File: src/rtl/alu_accum_reg_pkg.sv
// -----------------------------------------------------------------------------
// alu_accum_pkg
//   Shared types for the register-feedback ALU:
//     func_e  - 3-bit operation select presented on the Function input
//     state_e - control state of the sequential multiplier
//   plus a small decode helper used by the top level.
// -----------------------------------------------------------------------------
package alu_accum_pkg;

  typedef enum logic [2:0] {
    ADD  = 3'd0,
    MUL  = 3'd1,
    SHL  = 3'd2,
    HOLD = 3'd3,
    SHR  = 3'd4,
    LOAD = 3'd5,
    ACC  = 3'd6,
    CLR  = 3'd7
  } func_e;

  typedef enum logic {
    IDLE    = 1'b0,
    MUL_RUN = 1'b1
  } state_e;

  // True for operations that write the result register on the accept edge
  // itself. MUL writes later, when the multiplier finishes; HOLD never writes.
  function automatic logic writes_result(func_e f);
    return !(f inside {MUL, HOLD});
  endfunction

endpackage : alu_accum_pkg

File: src/rtl/alu_accum_reg_if.sv
// -----------------------------------------------------------------------------
// alu_accum_reg_if
//   Operand/handshake bundle between the switch/key front end and the ALU.
//     Data     A operand (DATA_W)
//     Function operation select (func_e)
//     Go       request; accepted on a posedge where Busy is low
//     Busy     multiply in progress
//     Done     one-cycle pulse: ALUout holds a freshly written result
//     ALUout   result register (2*DATA_W)
//     Ovf      sticky accumulate overflow
//   master: the requester (switches/keys, testbench)
//   slave : the ALU
// -----------------------------------------------------------------------------
interface alu_accum_reg_if
  import alu_accum_pkg::*;
#(
  parameter int DATA_W = 4
) ();

  logic [DATA_W-1:0]   Data;
  func_e               Function;
  logic                Go;
  logic                Busy;
  logic                Done;
  logic [2*DATA_W-1:0] ALUout;
  logic                Ovf;

  modport master (
    output Data, Function, Go,
    input  Busy, Done, ALUout, Ovf
  );

  modport slave (
    input  Data, Function, Go,
    output Busy, Done, ALUout, Ovf
  );

endinterface : alu_accum_reg_if

File: src/rtl/alu_accum_reg_seq_multiplier.sv
// -----------------------------------------------------------------------------
// seq_multiplier
//   Unsigned shift-add multiplier, one partial product per clock.
//   Ports:
//     Clock, Reset_b  clock and synchronous active-low reset
//     start           launch a multiply (ignored while busy)
//     a, b            operands, captured on the start edge
//     busy            high for DATA_W cycles after the start edge
//     done            high in the last busy cycle; product is valid then
//     product         a*b, valid while done is high
//   Timing: start accepted at edge k, steps at edges k+1..k+DATA_W; the
//   consumer registers product at edge k+DATA_W, where busy also falls.
// -----------------------------------------------------------------------------
module seq_multiplier
  import alu_accum_pkg::*;
#(
  parameter int DATA_W = 4
) (
  input  logic                Clock,
  input  logic                Reset_b,
  input  logic                start,
  input  logic [DATA_W-1:0]   a,
  input  logic [DATA_W-1:0]   b,
  output logic                busy,
  output logic                done,
  output logic [2*DATA_W-1:0] product
);

  localparam int RES_W = 2 * DATA_W;
  localparam int CNT_W = (DATA_W > 1) ? $clog2(DATA_W) : 1;
  localparam logic [CNT_W-1:0] LAST_STEP = CNT_W'(DATA_W - 1);

  state_e            state_q, state_d;
  logic [CNT_W-1:0]  cnt_q;
  logic [RES_W-1:0]  a_sh_q;   // multiplicand, shifted left once per step
  logic [DATA_W-1:0] b_sh_q;   // multiplier, LSB selects the current step
  logic [RES_W-1:0]  acc_q;    // running partial product
  logic [RES_W-1:0]  acc_step;

  // NOTE: sequential state uses non-blocking assignments so every register
  // samples pre-edge values, independent of statement order.
  always_ff @(posedge Clock) begin
    if (!Reset_b) state_q <= IDLE;
    else          state_q <= state_d;
  end

  // NOTE: datapath registers carry no reset; they are all loaded on the start
  // edge, and nothing reads them while the control FSM is idle.
  always_ff @(posedge Clock) begin
    if (state_q == IDLE && start) begin
      a_sh_q <= RES_W'(a);
      b_sh_q <= b;
      acc_q  <= '0;
      cnt_q  <= '0;
    end else if (state_q == MUL_RUN) begin
      acc_q  <= acc_step;
      a_sh_q <= a_sh_q << 1;
      b_sh_q <= b_sh_q >> 1;
      cnt_q  <= cnt_q + 1'b1;
    end
  end

  assign acc_step = acc_q + (b_sh_q[0] ? a_sh_q : '0);
  assign product  = acc_step;

  // NOTE: every output of this block gets a default first, so no path can
  // leave one unassigned and infer a latch.
  always_comb begin
    state_d = state_q;
    busy    = 1'b0;
    done    = 1'b0;
    unique case (state_q)
      IDLE: begin
        if (start) state_d = MUL_RUN;
      end
      MUL_RUN: begin
        busy = 1'b1;
        if (cnt_q == LAST_STEP) begin
          done    = 1'b1;
          state_d = IDLE;
        end
      end
      default: state_d = IDLE;
    endcase
  end

endmodule : seq_multiplier

File: src/rtl/alu_accum_reg.sv
// -----------------------------------------------------------------------------
// alu_accum_reg
//   Register-feedback ALU for the lab datapath. Operand A comes from the
//   switches (bus.Data); operand B is the low DATA_W bits of the ALU's own
//   2*DATA_W result register. Single-cycle ops write on the accept edge; MUL
//   runs in seq_multiplier and writes DATA_W edges after acceptance.
//   Ports:
//     Clock    single clock, all state changes on posedge
//     Reset_b  synchronous active-low reset; clears result, Ovf, Done and
//              aborts a running multiply
//     bus      alu_accum_reg_if.slave (Data, Function, Go -> Busy, Done,
//              ALUout, Ovf)
// -----------------------------------------------------------------------------
module alu_accum_reg
  import alu_accum_pkg::*;
#(
  parameter int DATA_W = 4
) (
  input  logic           Clock,
  input  logic           Reset_b,
  alu_accum_reg_if.slave bus
);

  localparam int RES_W = 2 * DATA_W;

  logic [DATA_W-1:0] a;
  logic [DATA_W-1:0] b;
  logic              accept;

  logic [RES_W-1:0]  alu_q, alu_d;
  logic              ovf_q, ovf_d;
  logic              done_q, done_d;
  logic              wr_single;

  logic              mul_start;
  logic              mul_busy;
  logic              mul_done;
  logic [RES_W-1:0]  mul_product;

  logic [RES_W-1:0]  add_val;
  logic [RES_W:0]    acc_sum;   // MSB is the accumulate carry
  logic [RES_W-1:0]  shl_val;
  logic [RES_W-1:0]  shr_val;

  assign a         = bus.Data;
  assign b         = alu_q[DATA_W-1:0];
  assign accept    = bus.Go && !mul_busy;
  assign mul_start = accept && (bus.Function == MUL);

  seq_multiplier #(
    .DATA_W (DATA_W)
  ) u_mul (
    .Clock   (Clock),
    .Reset_b (Reset_b),
    .start   (mul_start),
    .a       (a),
    .b       (b),
    .busy    (mul_busy),
    .done    (mul_done),
    .product (mul_product)
  );

  // A+B has DATA_W+1 significant bits, so it always fits the result register.
  assign add_val = RES_W'(a) + RES_W'(b);
  assign acc_sum = {1'b0, alu_q} + (RES_W + 1)'(a);

  // Shift amounts of RES_W or more clear the register; spelled out so the
  // intent does not rest on shift-operator semantics.
  assign shl_val = (32'(a) >= RES_W) ? '0 : (RES_W'(b) << a);
  assign shr_val = (32'(a) >= RES_W) ? '0 : (alu_q >> a);

  always_comb begin
    alu_d     = alu_q;
    ovf_d     = ovf_q;
    wr_single = 1'b0;
    // A finishing multiply and an accept cannot coincide: accept needs Busy
    // low, and the multiplier only completes while Busy is high.
    if (mul_done) begin
      alu_d = mul_product;
    end else if (accept) begin
      wr_single = writes_result(bus.Function);
      unique case (bus.Function)
        ADD:  alu_d = add_val;
        SHL:  alu_d = shl_val;
        SHR:  alu_d = shr_val;
        LOAD: begin
          alu_d = RES_W'(a);
          ovf_d = 1'b0;
        end
        ACC: begin
          alu_d = acc_sum[RES_W-1:0];
          if (acc_sum[RES_W]) ovf_d = 1'b1;
        end
        CLR: begin
          alu_d = '0;
          ovf_d = 1'b0;
        end
        default: ;  // MUL launches the multiplier; HOLD does nothing
      endcase
    end
  end

  assign done_d = wr_single || mul_done;

  always_ff @(posedge Clock) begin
    if (!Reset_b) begin
      alu_q  <= '0;
      ovf_q  <= 1'b0;
      done_q <= 1'b0;
    end else begin
      alu_q  <= alu_d;
      ovf_q  <= ovf_d;
      done_q <= done_d;
    end
  end

  assign bus.ALUout = alu_q;
  assign bus.Ovf    = ovf_q;
  assign bus.Done   = done_q;
  assign bus.Busy   = mul_busy;

endmodule : alu_accum_reg

File: src/flat_wrapper.sv
// flat-port wrapper written by rule: the top's interface ports become plain ports
module alu_accum_reg_flat import alu_accum_pkg::*;
#(
  parameter int DATA_W = 4
)
  (Clock, Reset_b, bus_Data, bus_Function, bus_Go, bus_Busy, bus_Done, bus_ALUout, bus_Ovf);
  alu_accum_reg_if #(.DATA_W(DATA_W)) bus_i ();
  input  logic Clock;
  input  logic Reset_b;
  input wire logic [$bits(bus_i.Data)-1:0] bus_Data;
  input wire logic [$bits(bus_i.Function)-1:0] bus_Function;
  input wire logic [$bits(bus_i.Go)-1:0] bus_Go;
  output wire logic [$bits(bus_i.Busy)-1:0] bus_Busy;
  output wire logic [$bits(bus_i.Done)-1:0] bus_Done;
  output wire logic [$bits(bus_i.ALUout)-1:0] bus_ALUout;
  output wire logic [$bits(bus_i.Ovf)-1:0] bus_Ovf;
  assign bus_i.Data = bus_Data;
  assign bus_i.Function = bus_Function;
  assign bus_i.Go = bus_Go;
  assign bus_Busy = bus_i.Busy;
  assign bus_Done = bus_i.Done;
  assign bus_ALUout = bus_i.ALUout;
  assign bus_Ovf = bus_i.Ovf;
  alu_accum_reg #(.DATA_W(DATA_W)) u_core (.Clock(Clock), .Reset_b(Reset_b), .bus(bus_i));
endmodule
File: config.mk
export PLATFORM = sky130hd
export DESIGN_NAME = alu_accum_reg_flat
export DESIGN_NICKNAME = d
export VERILOG_FILES = /design/src/rtl/alu_accum_reg_pkg.sv /design/src/rtl/alu_accum_reg_if.sv /design/src/rtl/alu_accum_reg_seq_multiplier.sv /design/src/rtl/alu_accum_reg.sv /design/src/flat_wrapper.sv
export SDC_FILE = /design/constraint.sdc
export NUM_CORES = 1
export LEC_CHECK = 0
export ABC_AREA = 1
export CAP_MARGIN = 20
export CORE_ASPECT_RATIO = 1.5
export CORE_MARGIN = 2
export CORE_UTILIZATION = 49
export DETAILED_ROUTE_END_ITERATION = 10
export PLACE_DENSITY = 0.69
export SETUP_SLACK_MARGIN = 0.5
export SLEW_MARGIN = 15
export SYNTH_ARGS = -nofsm -noshare
export SYNTH_HDL_FRONTEND = slang
export SYNTH_HIERARCHICAL = 1
export SYNTH_SLANG_ARGS = --single-unit
export TNS_END_PERCENT = 30
File: constraint.sdc
create_clock -name Clock -period 2.9 [get_ports Clock]
set_clock_uncertainty 0.05 [all_clocks]
set_input_delay 0.435 -clock Clock [delete_from_list [all_inputs] [get_ports Clock]]
set_output_delay 0.435 -clock Clock [all_outputs]
set_load 0.01 [all_outputs]
==> flow_summary.yaml <==
setup_path:
  arrival_ns: 2.32
  slowest_stage: "edfxtp_1"
  crit_required_ns: 3.03
  critPathMaxFanout: 5
  crit_top_cell: "nand2_1"
  critical_path.top_delay_family: "simple AND/OR/NAND/NOR gates"
  slowest_delay_ns: 0.42
  start_kind: "flop"
  crit_chain: "buf_4, nand2_1, inv_1, ha_1, or2_1, and2_4, or2_0, and2_1, nor2_1, nor2_1, nand2_1, nand2_1"
  cp.buffers_inverters: 2
  critPathCaptureType: "flop"
  path_class: "flop to flop"
finish:
  n_antenna_cell: 0
  area_growth_pct: 15.11
  final_net_count: 446
  layout-drive-gt1-share: 0.08768
grt:
  grt_pass1_vias: 2552
  grt_max_degree: 19
  grt_overflow: 0
  grt_usage: 0.2556
  grt_pass1_wl_mm: 11.47
  antenna_found_initial: 0
logic_synthesis:
  synth_seq_cells: 33
  synth_area_per_cell_sq_um: 6.511
  synth_area_sq_um: 2559
  syn-num-nets: 418
  syn_inst: 393
  yosysWarnings: 6
  synth.distinct_cells: 39
  yosysSeqAreaShare: 0.2895
clock_tree:
  cts_root_buf: "clkbuf_8"
  cts_max_level: 2
  hold_buffers: 0
  cts_sinks: 33
  cts_tree: "built"
  cts.clk_slew.worst_paths_ns: 0.06
  cts_buffer_depth: 2
  numCtsBuffers: 5
  clk-insertion-delay-late_ns: 0.29
floorplanning:
  io_pins: 21
  core_sq_um: 5085
  die_width_um: 63
  start_util: 0.5032
  rows: 32
  die-area_sq_um: 5828
  dieHeight_um: 92.50
power_and_ir_drop:
  ir_drop_v: 0.0001915
  p_int_mw: 0.8885
  seqPwrFrac: 0.434
  p_switching_mw: 0.4558
  clkPwrFrac: 0.249
  swShare: 0.3391
  p_comb_frac: 0.317
  p_leak_nw: 1.475
  p_per_area_nw_per_um2: 456.4
routing:
  vias_per_cell: 5.371
  wl_per_cell_um: 14.30
  wl_met3_um: 263
  ant_nets: 0
  met2_length_mm: 3.735
  finalWirelength_mm: 7.007
  vias: 2632
  drt_iter0_markers: 135
  drt-met1-wl_mm: 2.682
  dr.pass1.iters: 5
  drcViolationCount: 0
  top_layer: "met4"
sta:
  rsz0062_at_grt: "no"
  holdWs_ns: 0.4040
  setup_violations: 0
  worst_pin_slew_ns: 0.4205
  period_share: 0.7544
  final_hold_viol_count: 0
  max_freq_ghz: 0.4571
  fin_crit_ns: 2.188
  timing.setup.tns_ns: 0
  max_slew_margin: 0.7194
  maxSlewViolCount: 0
run:
  cap_violations: 0
place:
  place_congestion: 0.9979
  portBuffers: 20
  dpl.hpwl_mm: 5.539
run_status:
  status: "complete, no violations"
hold_path:
  hold_path_class: "flop to flop"
sequential cells by signal (all words and copies together), names as in the netlist:
signal and cells:
u_core/bus.ALUout 8, u_core/u_mul/a_sh_q 8, u_core/u_mul/acc_q 8, u_core/u_mul/b_sh_q 4, u_core/u_mul/cnt_q 2, u_core/bus.Done 1, u_core/bus.Ovf 1, u_core/u_mul/state_q 1
cell families after synthesis:
group / Yosys count / synth area share
simple gates: 230 / 0.3951
fa+ha+maj: 15 / 0.07922
flops: 33 / 0.2895
compound gates: 43 / 0.09389
xor+xnor: 5 / 0.01711
buf+inv: 61 / 0.09877
mux: 6 / 0.02640
power groups by stage:
stage	logic, mW	registers, mW	clock network (mW)
finish	0.426	0.584	0.335
global route	0.485	0.591	0.366
CTS	0.422	0.585	0.345
detailed placement	0.419	0.595	0
global placement	0.412	0.593	0
floorplan	0.315	0.582	0
path summary, 6_finish.rpt:
kind              slack (ns)  cells past startpoint                                 end                          startpoint
setup / recovery        0.71                     12   u_core/bus.ALUout[4]$_SDFFE_PN0P_    u_core/u_mul/b_sh_q[0]$_DFFE_PP_
hold / removal          0.40                      2  u_core/u_mul/acc_q[3]$_SDFFE_PP0P_  u_core/u_mul/acc_q[3]$_SDFFE_PP0P_
setup reg to reg        0.71                     12   u_core/bus.ALUout[4]$_SDFFE_PN0P_    u_core/u_mul/b_sh_q[0]$_DFFE_PP_
hold reg to reg         0.40                      2  u_core/u_mul/acc_q[3]$_SDFFE_PP0P_  u_core/u_mul/acc_q[3]$_SDFFE_PP0P_
metal layers:
metal | vias up | GRT usage
met5 | - | 0
met4 | 0 | 0.1667
met3 | 28 | 0.02552
met2 | 87 | 0.4832
met1 | 1189 | 0.2612
li1 | 1328 | -
metrics by stage:
step | instances | area, sq um | worst slack (ns) | utilization | power [mW]
floorplan | 393 | 2559 | 0.8960 | - | 0.8972
global placement | 480 | 2849 | 0.5460 | 0.5603 | 1.006
detailed placement | 480 | 2849 | 0.4803 | 0.5603 | 1.013
CTS | 488 | 2930 | 0.6065 | 0.5763 | 1.352
global route | 490 | 2945 | 0.5508 | 0.5792 | 1.442
finish | 490 | 2945 | 0.7122 | 0.5792 | 1.344
cell usage in the layout, fill, tap and decap left out, types with 3 or more instances in the layout:
cell type and count:
edfxtp_1 8, xor2_1 4, a21oi_1 19, nor2_1 36
nand3_1 51, nand2_1 119, a22o_1 3, buf_4 10
clkdlybuf4s50_1 20, o22ai_1 4, and2_1 4, clkbuf_8 5
inv_1 48, nand4_1 5, inv_2 3, ha_1 13
dfxtp_1 25, o21ai_0 14, mux2_2 6
synthesized netlist by cell type:
master | count | area share
nand2_2 | 1 | 0.0024
buf_6 | 1 | 0.0044
nand3_1 | 51 | 0.10
or2_0 | 1 | 0.0024
or2_4 | 1 | 0.0034
inv_1 | 48 | 0.070
or2_1 | 1 | 0.0024
fa_1 | 2 | 0.016
or2_2 | 2 | 0.0049
xor2_1 | 4 | 0.014
nand2_1 | 119 | 0.17
nor2_1 | 36 | 0.053
nand3_2 | 2 | 0.0078
inv_4 | 1 | 0.0024
and2_1 | 4 | 0.0098
a211oi_1 | 1 | 0.0029
nand2_4 | 1 | 0.0044
a21oi_1 | 19 | 0.037
nor2_4 | 1 | 0.0044
nand4_1 | 5 | 0.012
a21boi_0 | 1 | 0.0029
edfxtp_1 | 8 | 0.094
mux2_2 | 6 | 0.026
and2_4 | 1 | 0.0034
buf_2 | 4 | 0.0078
o21ai_0 | 14 | 0.027
o21ai_2 | 1 | 0.0034
o22ai_1 | 4 | 0.0098
buf_4 | 2 | 0.0059
inv_2 | 3 | 0.0044
xnor2_1 | 1 | 0.0034
nand3b_1 | 2 | 0.0059
clkbuf_1 | 1 | 0.0015
a22o_1 | 3 | 0.010
clkbuf_2 | 1 | 0.0020
nor2_2 | 1 | 0.0024
nor3_1 | 1 | 0.0020
dfxtp_1 | 25 | 0.20
ha_1 | 13 | 0.064
final cells by class:
type | instances | area, sq um
repair buffers | 30 | 275.3
well taps | 68 | 85.08
multi-input cells | 299 | 1565
flip-flops and latches | 33 | 740.7
clock buffers | 7 | 76.32
clock inverters | 1 | 5.005
inverters | 52 | 197.7
fillers | 540 | 2140
timing repair:
action / in CTS / in global routing
setup buffers: 0 / 2
resized for setup: 0 / 0
setup endpoints to repair: 0 / 2
worst reg2reg max path, cell delays in order, from the launching register on:
cell and delay (ns):
edfxtp_1 0.42, buf_4 0.18, nand2_1 0.06, inv_1 0.05
ha_1 0.31, or2_1 0.23, and2_4 0.16, or2_0 0.21
and2_1 0.17, nor2_1 0.10, nor2_1 0.05, nand2_1 0.05
nand2_1 0.04
(Power assumes the default switching activity.)
